[config.mk]
export PLATFORM = sky130hd
export DESIGN_NAME = mem_port_arbiter
export DESIGN_NICKNAME = d
export VERILOG_FILES = /design/src/rtl/mem_arb_pkg.sv /design/src/rtl/mem_port_arbiter.sv
export SDC_FILE = /design/constraint.sdc
export NUM_CORES = 1
export LEC_CHECK = 0
export ABC_AREA = 1
export BUFFER_PORTS_ARGS = -buffer_cell sky130_fd_sc_hd__buf_2
export CAP_MARGIN = 20
export CORE_MARGIN = 1.5
export CORE_UTILIZATION = 39
export CTS_CLUSTER_DIAMETER = 40
export CTS_CLUSTER_SIZE = 40
export DETAILED_ROUTE_END_ITERATION = 8
export PLACE_DENSITY = 0.64
export SETUP_SLACK_MARGIN = 0.3
export SYNTH_ARGS = -nofsm -noshare
export SYNTH_HDL_FRONTEND = slang
export SYNTH_SLANG_ARGS = --single-unit
[constraint.sdc]
create_clock -name clk -period 1.6 [get_ports clk]
set_input_delay 0.08 -clock clk [delete_from_list [all_inputs] [get_ports clk]]
set_output_delay 0.08 -clock clk [all_outputs]
set_load 0.05 [all_outputs]
[src/rtl/mem_arb_pkg.sv]
// mem_arb_pkg: shared types and defaults for mem_port_arbiter.
//   arb_state_t : arbiter FSM states (IDLE, SERVE, ACK)
//   owner_t     : which port owns the in-flight transaction
//   ADDR_W_DEF / DATA_W_DEF / PROT_LIMIT_DEF : parameter defaults
package mem_arb_pkg;

  localparam int unsigned ADDR_W_DEF     = 8;
  localparam int unsigned DATA_W_DEF     = 16;
  localparam logic [7:0]  PROT_LIMIT_DEF = 8'h10;

  typedef enum logic [1:0] {
    IDLE  = 2'd0,
    SERVE = 2'd1,
    ACK   = 2'd2
  } arb_state_t;

  typedef enum logic {
    OWN_IF = 1'b0,
    OWN_D  = 1'b1
  } owner_t;

endpackage

[src/rtl/mem_port_arbiter.sv]
// mem_port_arbiter: shares the single-ported 256x16 memory between the
// instruction-fetch port (read only) and the load/store data port.
// One transaction at a time: grant -> SERVE (memory driven) -> ACK pulse.
// Fixed priority D over IF; the port being acked is masked during ACK so
// back-to-back requests alternate.
//
// Ports:
//   clk, rst_n                     clock, async active-low reset
//   if_req/if_addr -> if_ack/if_rdata          fetch port
//   d_req/d_we/d_addr/d_wdata -> d_ack/d_rdata/d_err   data port
//   Mem_Addr, MemW_Data_f, MemW_Data_b, MemW_en -> memory
//   MemR_Data <- memory (combinational read)
//
// Build option: define MEM_ARB_WPROT_EN to block D writes below PROT_LIMIT
// (write suppressed, d_err raised with d_ack).
module mem_port_arbiter
  import mem_arb_pkg::*;
#(
  parameter int unsigned       ADDR_W     = ADDR_W_DEF,
  parameter int unsigned       DATA_W     = DATA_W_DEF,
  parameter logic [ADDR_W-1:0] PROT_LIMIT = ADDR_W'(PROT_LIMIT_DEF)
) (
  input  logic              clk,
  input  logic              rst_n,
  input  logic              if_req,
  input  logic [ADDR_W-1:0] if_addr,
  output logic              if_ack,
  output logic [DATA_W-1:0] if_rdata,
  input  logic              d_req,
  input  logic              d_we,
  input  logic [ADDR_W-1:0] d_addr,
  input  logic [DATA_W-1:0] d_wdata,
  output logic              d_ack,
  output logic [DATA_W-1:0] d_rdata,
  output logic              d_err,
  output logic [15:0]       Mem_Addr,
  output logic [7:0]        MemW_Data_f,
  output logic [7:0]        MemW_Data_b,
  output logic              MemW_en,
  input  logic [15:0]       MemR_Data
);

`ifdef MEM_ARB_WPROT_EN
  localparam bit WPROT = 1'b1;
`else
  localparam bit WPROT = 1'b0;
`endif

  arb_state_t        state_q, state_d;
  owner_t            owner_q, owner_d;
  logic [ADDR_W-1:0] addr_q, addr_d;
  logic [DATA_W-1:0] wdata_q, wdata_d;
  logic              we_q, we_d;
  logic              blocked_q, blocked_d;
  logic [DATA_W-1:0] if_rdata_q, d_rdata_q;
  logic              d_grant, if_grant;

  // State register
  always_ff @(posedge clk or negedge rst_n) begin
    if (!rst_n) state_q <= IDLE;
    else        state_q <= state_d;
  end

  // Grant and next-state logic; grants only happen outside SERVE, and in
  // ACK the port being acked is masked since its req may still be high.
  always_comb begin
    d_grant   = 1'b0;
    if_grant  = 1'b0;
    state_d   = state_q;
    owner_d   = owner_q;
    addr_d    = addr_q;
    wdata_d   = wdata_q;
    we_d      = we_q;
    blocked_d = blocked_q;
    if (state_q == SERVE) begin
      state_d = ACK;
    end else begin
      d_grant  = d_req && !(state_q == ACK && owner_q == OWN_D);
      if_grant = if_req && !(state_q == ACK && owner_q == OWN_IF) && !d_grant;
      state_d  = (d_grant || if_grant) ? SERVE : IDLE;
      if (d_grant) begin
        owner_d   = OWN_D;
        addr_d    = d_addr;
        wdata_d   = d_we ? d_wdata : '0;
        we_d      = d_we;
        blocked_d = WPROT && d_we && (d_addr < PROT_LIMIT);
      end else if (if_grant) begin
        owner_d   = OWN_IF;
        addr_d    = if_addr;
        wdata_d   = '0;
        we_d      = 1'b0;
        blocked_d = 1'b0;
      end
    end
  end

  // Latched transaction and per-port read data
  always_ff @(posedge clk or negedge rst_n) begin
    if (!rst_n) begin
      owner_q    <= OWN_IF;
      addr_q     <= '0;
      wdata_q    <= '0;
      we_q       <= 1'b0;
      blocked_q  <= 1'b0;
      if_rdata_q <= '0;
      d_rdata_q  <= '0;
    end else begin
      owner_q   <= owner_d;
      addr_q    <= addr_d;
      wdata_q   <= wdata_d;
      we_q      <= we_d;
      blocked_q <= blocked_d;
      if (state_q == SERVE) begin
        if (owner_q == OWN_IF) if_rdata_q <= MemR_Data;
        else if (!we_q)        d_rdata_q  <= MemR_Data;
      end
    end
  end

  // Outputs decoded from state so they drop asynchronously with reset
  always_comb begin
    if_ack      = (state_q == ACK) && (owner_q == OWN_IF);
    d_ack       = (state_q == ACK) && (owner_q == OWN_D);
    d_err       = d_ack && blocked_q;
    MemW_en     = (state_q == SERVE) && (owner_q == OWN_D) && we_q && !blocked_q;
    MemW_Data_f = MemW_en ? wdata_q[DATA_W-1 -: 8] : '0;
    MemW_Data_b = MemW_en ? wdata_q[7:0] : '0;
    Mem_Addr    = {{(16-ADDR_W){1'b0}}, addr_q};
    if_rdata    = if_rdata_q;
    d_rdata     = d_rdata_q;
  end

endmodule

==> results.md <==
- Outcome: finished with violations
- Failing checks: setup timing
- Area growth syn-to-layout: 66.0%
- Gpl congestion: 0.796
- CP endpoint: MemW_Data_f[1]
- Hold slack: 12.9 ps
- Largest net degree at the start of global routing: 61
- Mapped cell area: 2800 um2
- Worst slack at placement: 200 ps
- Final Power: 10,100 uW
- Clock-pin slew on the worst setup and hold paths: 70 ps
- Leakage power: 0.00242 uW
- Num rows: 30
- Final WL: 8290 um
- Die Ht: 87.7 um
- Max-cap violations: 0
- Req. time, crit path: 1520 ps
- Reg2reg start: state_q[0]
- Drt pass-1 iters: 4
- Final min period: 1640 ps
- Grt ovf: 0
- # diodes: 0
- CTS buffer count: 9
- Fin crit share: 1.03
- Synth Area per Inst: 7.94 um2
- Worst skew pair latency: 330 ps
- Clock Tree Buf Depth: 2
- Synthesis Warnings: 0
- WL/cell: 13.8 um
- Setup-failing EPs final: 14
- Nets: 553
- First-pass GRT wire length: 12,100 um
- Pwr Density: 2180 nW/um2
- DRT antenna net count: 0
- Vias in the first global route: 2,661
- Fillers: 560
- Min-delay worst type: primary input to flip-flop
- IO Port Bufs: 111
- Drt via density: 4.64
- Worst VDD drop: 1430 uV
- TritonCTS Sinks: 60
- Final setup margin: -44.3 ps
- R2R Setup Slk: 110 ps
- Post-route insts no fill: 601
- Reg-to-reg endpoint: addr_q[7]
- DIE WIDTH: 87.7 um
- DRC Markers: 0
- H-tree Lvls: 3
- IO Count: 121
- Commonest non-fill, non-tap cells in the layout: 97 x nand2_1, 92 x buf_2, 59 x dfrtp_1
- Initial Util: 0.407
- Worst Setup End Kind: output pin
- Synthesis-stage register bit count: 60
- Commonest non-fill, non-tap cell in the layout: nand2_1
- Die ar.: 7680 um2
- Share of layout cells above drive strength 1: 0.438
- Final Slew Violations: 0
- Startpoint Class: flip-flop
- Worst clock skew: 5.33 ps
- Initial antenna violation count: 0
- CTS root buffer: clkbuf_8
- F_max: 0.608 GHz
- Setup TNS: -198 ps
- CP arrival: 1560 ps
- Post-synth cell types: 18
- CTS tree: done
- Detail Placement HPWL: 4590 um
- Critical-path maximum fanout: 7
- Std-Cell Core Area: 6870 um2
- Initial drt markers: 106
- Synth Instances: 352
- CP startpoint: state_q[1]
- RSZ-0062 raised after global routing: yes
- Endpoints failing hold: 0
- GRT Overall Usage: 0.202
- Reg2Reg Depth: 7
- Sequential fraction of the synthesis area: 0.537
- Setup CP Type: flip-flop to output pin
- DR vias: 2,786
- Inst Count DP: 549
## metrics by stage
| stage | area [um2] | util |
|---|---|---|
| floorplan | 2850 | - |
| global placement | 3460 | 0.504 |
| detailed placement | 3460 | 0.504 |
| CTS | 4200 | 0.612 |
| global route | 4640 | 0.675 |
| finish | 4640 | 0.675 |
## critical path: stages, from the launching register on
cell,delay [ps]
dfrtp_1,410
inv_2,100
nand2_4,60
inv_4,60
nand3_4,130
buf_16,200
nor2_4,120
buf_8,150
## cells by family after synthesis
kind of cell | count (synthesis) | share of synthesized area
other | 1 | 0.00134
AND/OR/NAND/NOR | 190 | 0.287
AO/OA/AOI/OAI | 34 | 0.0631
flip-flops | 60 | 0.537
buffers and inverters | 67 | 0.111
## routing by layer
| metal | wire length (um) | GRT usage | up-vias | part of all wire |
|---|---|---|---|---|
| met1 | 3580 | 0.240 | 1309 | 0.43 |
| met3 | 524 | 0.0528 | 9 | 0.063 |
| met4 | 81 | 0.0707 | 0 | 0.0098 |
| met2 | 4100 | 0.356 | 101 | 0.49 |
| li1 | - | - | 1367 | - |
| met5 | 0 | 0 | - | 0 |
## area by class of cell
| cell class | count | area, um2 | share of cell area |
|---|---|---|---|
| multi-input cells | 234 | 1370 | 0.296 |
| well taps | 96 | 120 | 0.0259 |
| flip-flops and latches | 60 | 1500 | 0.324 |
| clock inverters | 6 | 88.8 | 0.0191 |
| repair buffers | 156 | 1280 | 0.275 |
| clock buffers | 10 | 128 | 0.0275 |
| inverters | 39 | 151 | 0.0326 |
## Yosys cell counts
library cell,count,area (um2)
nand2_1,114,428
dfrtp_1,60,1500
inv_1,35,131
nand3_1,34,170
nor2_1,33,124
o21ai_1,21,105
buf_2,15,75.1
o21ai_0,12,60.1
buf_4,11,82.6
inv_2,4,15.0
nand2_2,4,25.0
clkbuf_1,2,7.51
nand3_2,2,20.0
a21boi_2,1,11.3
conb_1,1,3.75
nand2_4,1,11.3
nand3_4,1,17.5
nand4_1,1,6.26
## worst min-delay path by stage
stage | from | end | slack [ps] | cells after the start
2_1_floorplan | rst_n | addr_q[0] | -220 | 0
3_3_place_gp | rst_n | wdata_q[0] | 110 | 2
3_5_place_dp | rst_n | wdata_q[0] | 110 | 2
4_1_cts | MemR_Data[8] | d_rdata[8] | 0.05 | 3
5_1_grt | MemR_Data[12] | if_rdata[12] | 8 | 3
6_report | MemR_Data[12] | if_rdata[12] | 10 | 3
## what timing repair did
action                                  in CTS  in global routing
hold buffers                                13                  0
hold endpoints to repair                    74                  0
endpoints found under the setup margin      27                 78
pin swaps                                    2                  4
gates cloned                                 2                  7
buffers inserted                             9                  5
gates resized for setup                     80                 79
## report_power, final
group	switching, uW	internal, uW
combinational	4010	1950
clock	606	876
sequential	473	2180
total	5090	5010
## registers in the layout, summed over array words and instances, names as in the netlist
register	cells
owner_q	1
we_q	1
addr_q	8
wdata_q	16
d_rdata	16
if_rdata	16
state_q	2
Note: power is estimated with default switching activity, not from simulation.
